==> src/rtl/fds_audio_loader_if.sv <==
// Bus bundle between the image loader, CPU bus, image RAM and the FDS audio unit port.
// The loader uses the slave modport; the side driving CPU/RAM/start stimulus uses master.
interface fds_audio_loader_if;
    logic        m2;
    logic        cpu_wr;
    logic        cpu_rd;
    logic [15:0] cpu_addr;
    logic [7:0]  cpu_din;
    logic        start;
    logic [6:0]  mem_addr;
    logic [7:0]  mem_rdata;
    logic        aud_wr;
    logic [15:0] aud_addr;
    logic [7:0]  aud_din;
    logic        busy;
    logic        done;

    modport slave (
        input  m2, cpu_wr, cpu_rd, cpu_addr, cpu_din, start, mem_rdata,
        output mem_addr, aud_wr, aud_addr, aud_din, busy, done
    );

    modport master (
        output m2, cpu_wr, cpu_rd, cpu_addr, cpu_din, start, mem_rdata,
        input  mem_addr, aud_wr, aud_addr, aud_din, busy, done
    );
endinterface

==> src/rtl/fds_audio_loader.sv <==
// Replays a 128-byte image into the FDS audio unit as 107 scripted writes, one per free M2 slot.
// Three clk per fetched step (FETCH, LOAD, HOLD); any CPU access at a slot wins and the step retries.
module fds_audio_loader #(
    parameter logic [6:0] WAVE_BASE = 7'h00,
    parameter logic [6:0] MOD_BASE  = 7'h40,
    parameter logic [6:0] REG_BASE  = 7'h60
) (
    input  logic                 clk,
    input  logic                 reset,
    fds_audio_loader_if.slave    bus
);
    typedef enum logic [2:0] {IDLE, FETCH, LOAD, HOLD, FINISH} state_t;

    localparam logic [6:0] LAST_STEP = 7'd106;

    state_t     state_q, state_d;
    logic [6:0] step_q, step_d;
    logic [7:0] seq_data_q, seq_data_d;
    logic       pending_q, pending_d;
    logic [6:0] mem_addr_q, mem_addr_d;
    logic       old_m2_q;
    logic       slot, grant, advance;
    logic [6:0] nxt_step;
    logic [15:0] seq_addr;

    // Register offset x for the trailing $408x writes (steps 99..106).
    function automatic logic [3:0] reg_x(input logic [6:0] s);
        case (s)
            7'd99:   reg_x = 4'h0;
            7'd100:  reg_x = 4'h2;
            7'd101:  reg_x = 4'h3;
            7'd102:  reg_x = 4'h4;
            7'd103:  reg_x = 4'h5;
            7'd104:  reg_x = 4'h6;
            7'd105:  reg_x = 4'h7;
            default: reg_x = 4'hA;
        endcase
    endfunction

    function automatic logic is_const(input logic [6:0] s);
        is_const = (s == 7'd0) || (s == 7'd65);
    endfunction

    function automatic logic [6:0] img_addr(input logic [6:0] s);
        logic [6:0] wi;
        logic [6:0] mi;
        wi = s - 7'd1;
        mi = s - 7'd66;
        if (s <= 7'd64)      img_addr = WAVE_BASE + {1'b0, wi[5:0]};
        else if (s <= 7'd97) img_addr = MOD_BASE + {2'b0, mi[4:0]};
        else if (s == 7'd98) img_addr = REG_BASE + 7'd9;
        else                 img_addr = REG_BASE + {3'b0, reg_x(s)};
    endfunction

    always_comb begin
        logic [6:0] wi;
        wi = step_q - 7'd1;
        if (step_q == 7'd0)       seq_addr = 16'h4089;
        else if (step_q <= 7'd64) seq_addr = 16'h4040 + {10'b0, wi[5:0]};
        else if (step_q == 7'd65) seq_addr = 16'h4087;
        else if (step_q <= 7'd97) seq_addr = 16'h4088;
        else if (step_q == 7'd98) seq_addr = 16'h4089;
        else                      seq_addr = 16'h4080 + {12'b0, reg_x(step_q)};
    end

    assign slot  = ~old_m2_q & bus.m2;
    assign grant = slot & pending_q & ~bus.cpu_wr & ~bus.cpu_rd & (state_q == HOLD);

    always_comb begin
        state_d    = state_q;
        step_d     = step_q;
        seq_data_d = seq_data_q;
        pending_d  = pending_q;
        mem_addr_d = mem_addr_q;
        advance    = 1'b0;
        nxt_step   = step_q + 7'd1;
        case (state_q)
            IDLE: begin
                if (bus.start) begin
                    advance  = 1'b1;
                    nxt_step = 7'd0;
                end
            end
            FETCH: state_d = LOAD;
            LOAD: begin
                seq_data_d = (step_q == 7'd98) ? {6'b0, bus.mem_rdata[1:0]} : bus.mem_rdata;
                pending_d  = 1'b1;
                state_d    = HOLD;
            end
            HOLD: begin
                if (grant) begin
                    pending_d = 1'b0;
                    if (step_q == LAST_STEP) state_d = FINISH;
                    else                     advance = 1'b1;
                end
            end
            FINISH:  state_d = IDLE;
            default: state_d = IDLE;
        endcase
        // Constant steps are ready immediately; the rest go through the RAM read.
        if (advance) begin
            step_d = nxt_step;
            if (is_const(nxt_step)) begin
                seq_data_d = 8'h80;
                pending_d  = 1'b1;
                state_d    = HOLD;
            end else begin
                mem_addr_d = img_addr(nxt_step);
                state_d    = FETCH;
            end
        end
    end

    always_ff @(posedge clk) begin
        if (reset) begin
            state_q    <= IDLE;
            step_q     <= 7'd0;
            seq_data_q <= 8'h00;
            pending_q  <= 1'b0;
            mem_addr_q <= 7'd0;
            old_m2_q   <= 1'b0;
        end else begin
            state_q    <= state_d;
            step_q     <= step_d;
            seq_data_q <= seq_data_d;
            pending_q  <= pending_d;
            mem_addr_q <= mem_addr_d;
            old_m2_q   <= bus.m2;
        end
    end

    assign bus.mem_addr = mem_addr_q;
    assign bus.aud_wr   = grant ? 1'b1     : bus.cpu_wr;
    assign bus.aud_addr = grant ? seq_addr : bus.cpu_addr;
    assign bus.aud_din  = grant ? seq_data_q : bus.cpu_din;
    assign bus.busy     = (state_q == FETCH) || (state_q == LOAD) || (state_q == HOLD);
    assign bus.done     = (state_q == FINISH);
endmodule

==> src/flat_wrapper.sv <==
// flat-port wrapper written by rule: the top's interface ports become plain ports
module fds_audio_loader_flat 
#(
    parameter logic [6:0] WAVE_BASE = 7'h00,
    parameter logic [6:0] MOD_BASE  = 7'h40,
    parameter logic [6:0] REG_BASE  = 7'h60
)
  (clk, reset, bus_m2, bus_cpu_wr, bus_cpu_rd, bus_cpu_addr, bus_cpu_din, bus_start, bus_mem_rdata, bus_mem_addr, bus_aud_wr, bus_aud_addr, bus_aud_din, bus_busy, bus_done);
  fds_audio_loader_if bus_i ();
  input  logic clk;
  input  logic reset;
  input wire logic [$bits(bus_i.m2)-1:0] bus_m2;
  input wire logic [$bits(bus_i.cpu_wr)-1:0] bus_cpu_wr;
  input wire logic [$bits(bus_i.cpu_rd)-1:0] bus_cpu_rd;
  input wire logic [$bits(bus_i.cpu_addr)-1:0] bus_cpu_addr;
  input wire logic [$bits(bus_i.cpu_din)-1:0] bus_cpu_din;
  input wire logic [$bits(bus_i.start)-1:0] bus_start;
  input wire logic [$bits(bus_i.mem_rdata)-1:0] bus_mem_rdata;
  output wire logic [$bits(bus_i.mem_addr)-1:0] bus_mem_addr;
  output wire logic [$bits(bus_i.aud_wr)-1:0] bus_aud_wr;
  output wire logic [$bits(bus_i.aud_addr)-1:0] bus_aud_addr;
  output wire logic [$bits(bus_i.aud_din)-1:0] bus_aud_din;
  output wire logic [$bits(bus_i.busy)-1:0] bus_busy;
  output wire logic [$bits(bus_i.done)-1:0] bus_done;
  assign bus_i.m2 = bus_m2;
  assign bus_i.cpu_wr = bus_cpu_wr;
  assign bus_i.cpu_rd = bus_cpu_rd;
  assign bus_i.cpu_addr = bus_cpu_addr;
  assign bus_i.cpu_din = bus_cpu_din;
  assign bus_i.start = bus_start;
  assign bus_i.mem_rdata = bus_mem_rdata;
  assign bus_mem_addr = bus_i.mem_addr;
  assign bus_aud_wr = bus_i.aud_wr;
  assign bus_aud_addr = bus_i.aud_addr;
  assign bus_aud_din = bus_i.aud_din;
  assign bus_busy = bus_i.busy;
  assign bus_done = bus_i.done;
  fds_audio_loader #(.WAVE_BASE(WAVE_BASE), .MOD_BASE(MOD_BASE), .REG_BASE(REG_BASE)) u_core (.clk(clk), .reset(reset), .bus(bus_i));
endmodule
==> config.mk <==
export PLATFORM = sky130hd
export DESIGN_NAME = fds_audio_loader_flat
export DESIGN_NICKNAME = d
export VERILOG_FILES = /design/src/rtl/fds_audio_loader_if.sv /design/src/rtl/fds_audio_loader.sv /design/src/flat_wrapper.sv
export SDC_FILE = /design/constraint.sdc
export NUM_CORES = 1
export LEC_CHECK = 0
export ABC_AREA = 1
export BUFFER_PORTS_ARGS = -buffer_cell sky130_fd_sc_hd__buf_4
export CORE_MARGIN = 5
export CORE_UTILIZATION = 30
export DETAILED_ROUTE_END_ITERATION = 16
export HOLD_SLACK_MARGIN = 0.02
export PLACE_DENSITY_LB_ADDON = 0.25
export SYNTH_ARGS = -nofsm -noshare
export SYNTH_HDL_FRONTEND = slang
export SYNTH_SLANG_ARGS = --single-unit
export TNS_END_PERCENT = 20
==> constraint.sdc <==
create_clock -name clk -period 2.9 [get_ports clk]
set_clock_uncertainty 0.1 [all_clocks]
set_input_delay 0.435 -clock clk [delete_from_list [all_inputs] [get_ports clk]]
set_output_delay 0.435 -clock clk [all_outputs]
set_load 0.05 [all_outputs]
==> impl_results.html <==
<table>
<tr><th>Metric</th><th>Value</th></tr>
<tr><th colspan="2">Clocking</th></tr>
<tr><td>Number of buffers inserted to repair setup after CTS</td><td>0</td></tr>
<tr><td>Max H-tree Level</td><td>1</td></tr>
<tr><td>Sinks on Clock Net</td><td>27</td></tr>
<tr><td>Clock transition at path regs</td><td>100 ps</td></tr>
<tr><td>Insertion delay to the later sink of the worst-skew pair</td><td>280 ps</td></tr>
<tr><td>Num CTS Buffers</td><td>3</td></tr>
<tr><td>Post-cts repair resize count</td><td>0</td></tr>
<tr><td>CTS tree</td><td>done</td></tr>
<tr><td>Root Driver</td><td>clkbuf_8</td></tr>
<tr><td>Post-cts hold buffer count</td><td>0</td></tr>
<tr><td>Maximum count of clock buffers along a single path</td><td>2</td></tr>
<tr><th colspan="2">Synthesis</th></tr>
<tr><td>Number of enable-type register cells in the synthesized netlist</td><td>0</td></tr>
<tr><td>Commonest cells in the netlist</td><td>nand2_1 (90), inv_1 (42), nor2_1 (29)</td></tr>
<tr><td>Ys flop type</td><td>dfxtp_1</td></tr>
<tr><td>Synth Register Bits</td><td>27</td></tr>
<tr><td>Synthesis Warnings</td><td>0</td></tr>
<tr><td>Number of library cell types mapped by synthesis</td><td>42</td></tr>
<tr><td>Async set or reset register ratio after synthesis</td><td>0</td></tr>
<tr><td>Sequential area share after synthesis</td><td>0.224</td></tr>
<tr><td>Gate count after technology mapping</td><td>368</td></tr>
<tr><td>Mapped Area</td><td>2410 µm²</td></tr>
<tr><td>Share of the synthesized area in the top cell type</td><td>0.224</td></tr>
<tr><td>Synthesized area per cell</td><td>6.56 µm²</td></tr>
<tr><td>Top cell type by total area after synthesis</td><td>dfxtp_1</td></tr>
<tr><td>Net count of the mapped netlist</td><td>418</td></tr>
<tr><td>Most frequent cell after synthesis</td><td>nand2_1</td></tr>
<tr><td>Largest cells by area after synthesis</td><td>dfxtp_1 (22%), nand2_1 (14%), inv_1 (6.5%)</td></tr>
<tr><th colspan="2">Drt</th></tr>
<tr><td>Detailed Route WL</td><td>6860 µm</td></tr>
<tr><td>Via count</td><td>2,533</td></tr>
<tr><td>Number of design rule violations left after detail routing</td><td>0</td></tr>
<tr><td>Number of iterations in the first detailed-routing pass</td><td>4</td></tr>
<tr><td>Initial DRC count</td><td>130</td></tr>
<tr><td>DR WL/cell</td><td>12.8 µm</td></tr>
<tr><td>Routed Antenna Nets</td><td>0</td></tr>
<tr><td>Vias per cell</td><td>4.73</td></tr>
<tr><th colspan="2">Worst setup path</th></tr>
<tr><td>Cell with the biggest individual delay on the critical path</td><td>dfxtp_1</td></tr>
<tr><td>CP Max Fanout</td><td>9</td></tr>
<tr><td>Reg2reg setup slack</td><td>460 ps</td></tr>
<tr><td>Crit Path Class</td><td>flop to output port</td></tr>
<tr><td>Source of the worst register-to-register timing path</td><td>u_core.step_q[1]</td></tr>
<tr><td>Maximum single-stage delay on the critical path</td><td>480 ps</td></tr>
<tr><td>Type of element launching the critical path</td><td>flop</td></tr>
<tr><td>Worst path cell trace</td><td>nand3_1, nor2_1, nand2_1, o311ai_0, a21oi_1, o21ai_0, buf_4</td></tr>
<tr><td>Number of cells traversed by the worst register-to-register path</td><td>10</td></tr>
<tr><td>Kind of capture point of the worst setup path</td><td>output port</td></tr>
<tr><td>Required time of the critical path</td><td>2370 ps</td></tr>
<tr><td>Arrival time of data at the critical path endpoint</td><td>2170 ps</td></tr>
<tr><td>Worst r2r dst</td><td>u_core.bus.mem_addr[2]</td></tr>
<tr><th colspan="2">Pwr</th></tr>
<tr><td>Total power</td><td>1530 µW</td></tr>
<tr><td>Power Density</td><td>496 nW/µm²</td></tr>
<tr><td>Highest ir drop seen on vdd</td><td>0.305 mV</td></tr>
<tr><td>Leakage component of the power</td><td>0.00147 µW</td></tr>
<tr><th colspan="2">GRT</th></tr>
<tr><td>Global route overflow</td><td>0</td></tr>
<tr><td>All-Layer GR Usage</td><td>0.138</td></tr>
<tr><td>Wire length of the first global-routing pass</td><td>11,500 µm</td></tr>
<tr><td>Vias in the first global route</td><td>2,404</td></tr>
<tr><td>Initial antenna violation count</td><td>0</td></tr>
<tr><td>Pin count of the biggest net entering global routing</td><td>27</td></tr>
<tr><th colspan="2">Finish</th></tr>
<tr><td>Net total in the final layout</td><td>485</td></tr>
<tr><td>Layout Cells excl Fill</td><td>536</td></tr>
<tr><td>Ratio of cells with drive above 1 in the final layout</td><td>0.295</td></tr>
<tr><td>Ant. Diodes</td><td>0</td></tr>
<tr><td>Post-layout util</td><td>0.397</td></tr>
<tr><td>Footprint of the multi-input gates</td><td>1630 µm²</td></tr>
<tr><td>Area occupied by registers</td><td>543 µm²</td></tr>
<tr><td>Area Overhead vs Synth</td><td>27.7%</td></tr>
<tr><td>Design Area, Final</td><td>3080 µm²</td></tr>
<tr><td>Number of filler cells placed in the layout</td><td>854</td></tr>
<tr><th colspan="2">Timing</th></tr>
<tr><td>Max Fclk</td><td>369 MHz</td></tr>
<tr><td>Setup repair after global routing missed its margin</td><td>false</td></tr>
<tr><td>Final number of setup-violating endpoints</td><td>0</td></tr>
<tr><td>Final cycle utilization of the critical path</td><td>0.934</td></tr>
<tr><td>Number of endpoints with negative hold slack in the final report</td><td>0</td></tr>
<tr><td>Transition time at the pin with the least slew margin</td><td>540 ps</td></tr>
<tr><td>Worst slew margin</td><td>0.639</td></tr>
<tr><td>Pins over their slew limit</td><td>0</td></tr>
<tr><td>TNS Setup</td><td>0 ps</td></tr>
<tr><td>Clock period minus final worst setup slack</td><td>2710 ps</td></tr>
<tr><th colspan="2">Floorplanning</th></tr>
<tr><td>Count of standard-cell rows</td><td>32</td></tr>
<tr><td>Boundary Pins</td><td>72</td></tr>
<tr><td>Die H</td><td>99.7 µm</td></tr>
<tr><td>Die ar.</td><td>9940 µm²</td></tr>
<tr><td>Die boundary width</td><td>99.7 µm</td></tr>
<tr><td>Starting utilization of the core area</td><td>0.311</td></tr>
<tr><td>Core region area</td><td>7770 µm²</td></tr>
<tr><th colspan="2">Placed design</th></tr>
<tr><td>Placer's final routability congestion estimate</td><td>0.884</td></tr>
<tr><td>Total instance count after detailed placement</td><td>532</td></tr>
<tr><td>Post-DP HPWL</td><td>5550 µm</td></tr>
<tr><td>Buffers added on ports</td><td>71</td></tr>
<tr><td>Dpl cell area</td><td>3030 µm²</td></tr>
<tr><th colspan="2">Run</th></tr>
<tr><td>Max_cap viols</td><td>0</td></tr>
<tr><th colspan="2">Min path</th></tr>
<tr><td>Beginning of the worst hold path</td><td>bus_m2</td></tr>
<tr><td>Endpoint with the worst hold slack</td><td>u_core.old_m2_q</td></tr>
<tr><td>WHS Path Cells</td><td>3</td></tr>
<tr><td>Worst min path class</td><td>primary input to flop</td></tr>
<tr><th colspan="2">Outcome</th></tr>
<tr><td>Outcome</td><td>finished, final reports clean</td></tr>
</table>
## critical path, delay by kind of cell (launching register included)
kind,cells,cell delay (ps)
buffers and inverters,1,230
flip-flops,1,480
AO/OA/AOI/OAI,3,460
AND/OR/NAND/NOR,3,710
## stage by stage
stage                     setup WS [ps]  hold slack [ps]
after floorplan                    22.3              341
after global placement              410              350
after detailed placement            421              352
after CTS                           115              268
after global routing               31.1              294
final                               190              268
## metal layers
layer,vias up,GRT usage,wire [µm]
li1,1333,-,-
met1,1121,0.188,3110
met2,77,0.229,3190
met3,2,0.0295,551
met4,0,0.0210,6
met5,-,0,0
## how the worst max path moves through the flow
stage	from	endpoint	slack, ps	depth (start not counted)
after CTS	u_core.step_q[0]	bus_aud_addr[0]	120	9
after global placement	u_core.step_q[5]	bus_aud_addr[0]	410	7
after floorplan	bus_cpu_wr	bus_aud_din[0]	20	6
after global routing	u_core.step_q[1]	bus_aud_addr[1]	30	10
final	u_core.step_q[6]	bus_aud_addr[0]	190	7
after detailed placement	u_core.step_q[0]	u_core.seq_data_q[1]	420	11
## placed cells by master, fill, tap and decap left out, drive strengths merged, types with 7 or more instances in the layout
| master | instances |
|---|---|
| nand3 | 36 |
| inv | 46 |
| xor2 | 7 |
| o21ai | 19 |
| a21oi | 25 |
| buf | 73 |
| nor2 | 40 |
| dfxtp | 27 |
| nand2 | 101 |
| ha | 12 |
## where the power goes
group / internal [µW] / leakage [µW] / switching [µW]
Sequential: 442 / 0.000221 / 55.6
Clock: 96.6 / 0.0000255 / 127
Combinational: 269 / 0.00123 / 537
## kinds of logic (layout without fill, tap and decap cells)
| logic type | after synthesis | after routing | share of synthesized area |
|---|---|---|---|
| and+or+nand+nor | 199 | 199 | 0.429 |
| buffers and inverters | 61 | 127 | 0.103 |
| DFF | 27 | 27 | 0.224 |
| xor gates and xnor gates | 8 | 8 | 0.0290 |
| adders and majority gates | 12 | 12 | 0.0622 |
| AOI/OAI and AO/OA | 61 | 61 | 0.153 |
## sequential cells by signal, indices dropped and copies added, names as in the netlist
signal and flops:
u_core.seq_data_q 8, u_core.step_q 7, u_core.old_m2_q 1, u_core.state_q 3, u_core.pending_q 1, u_core.bus.mem_addr 7
## layout make-up
type | count | share of cell area
Clock buffer | 3 | 0.0134
Clock inverter | 1 | 0.00162
Inverter | 50 | 0.0609
Multi-Input combinational cell | 280 | 0.529
Sequential cell | 27 | 0.176
Tap cell | 102 | 0.0414
Timing Repair Buffer | 73 | 0.178
No activity file was read; power rests on OpenSTA's default activity.
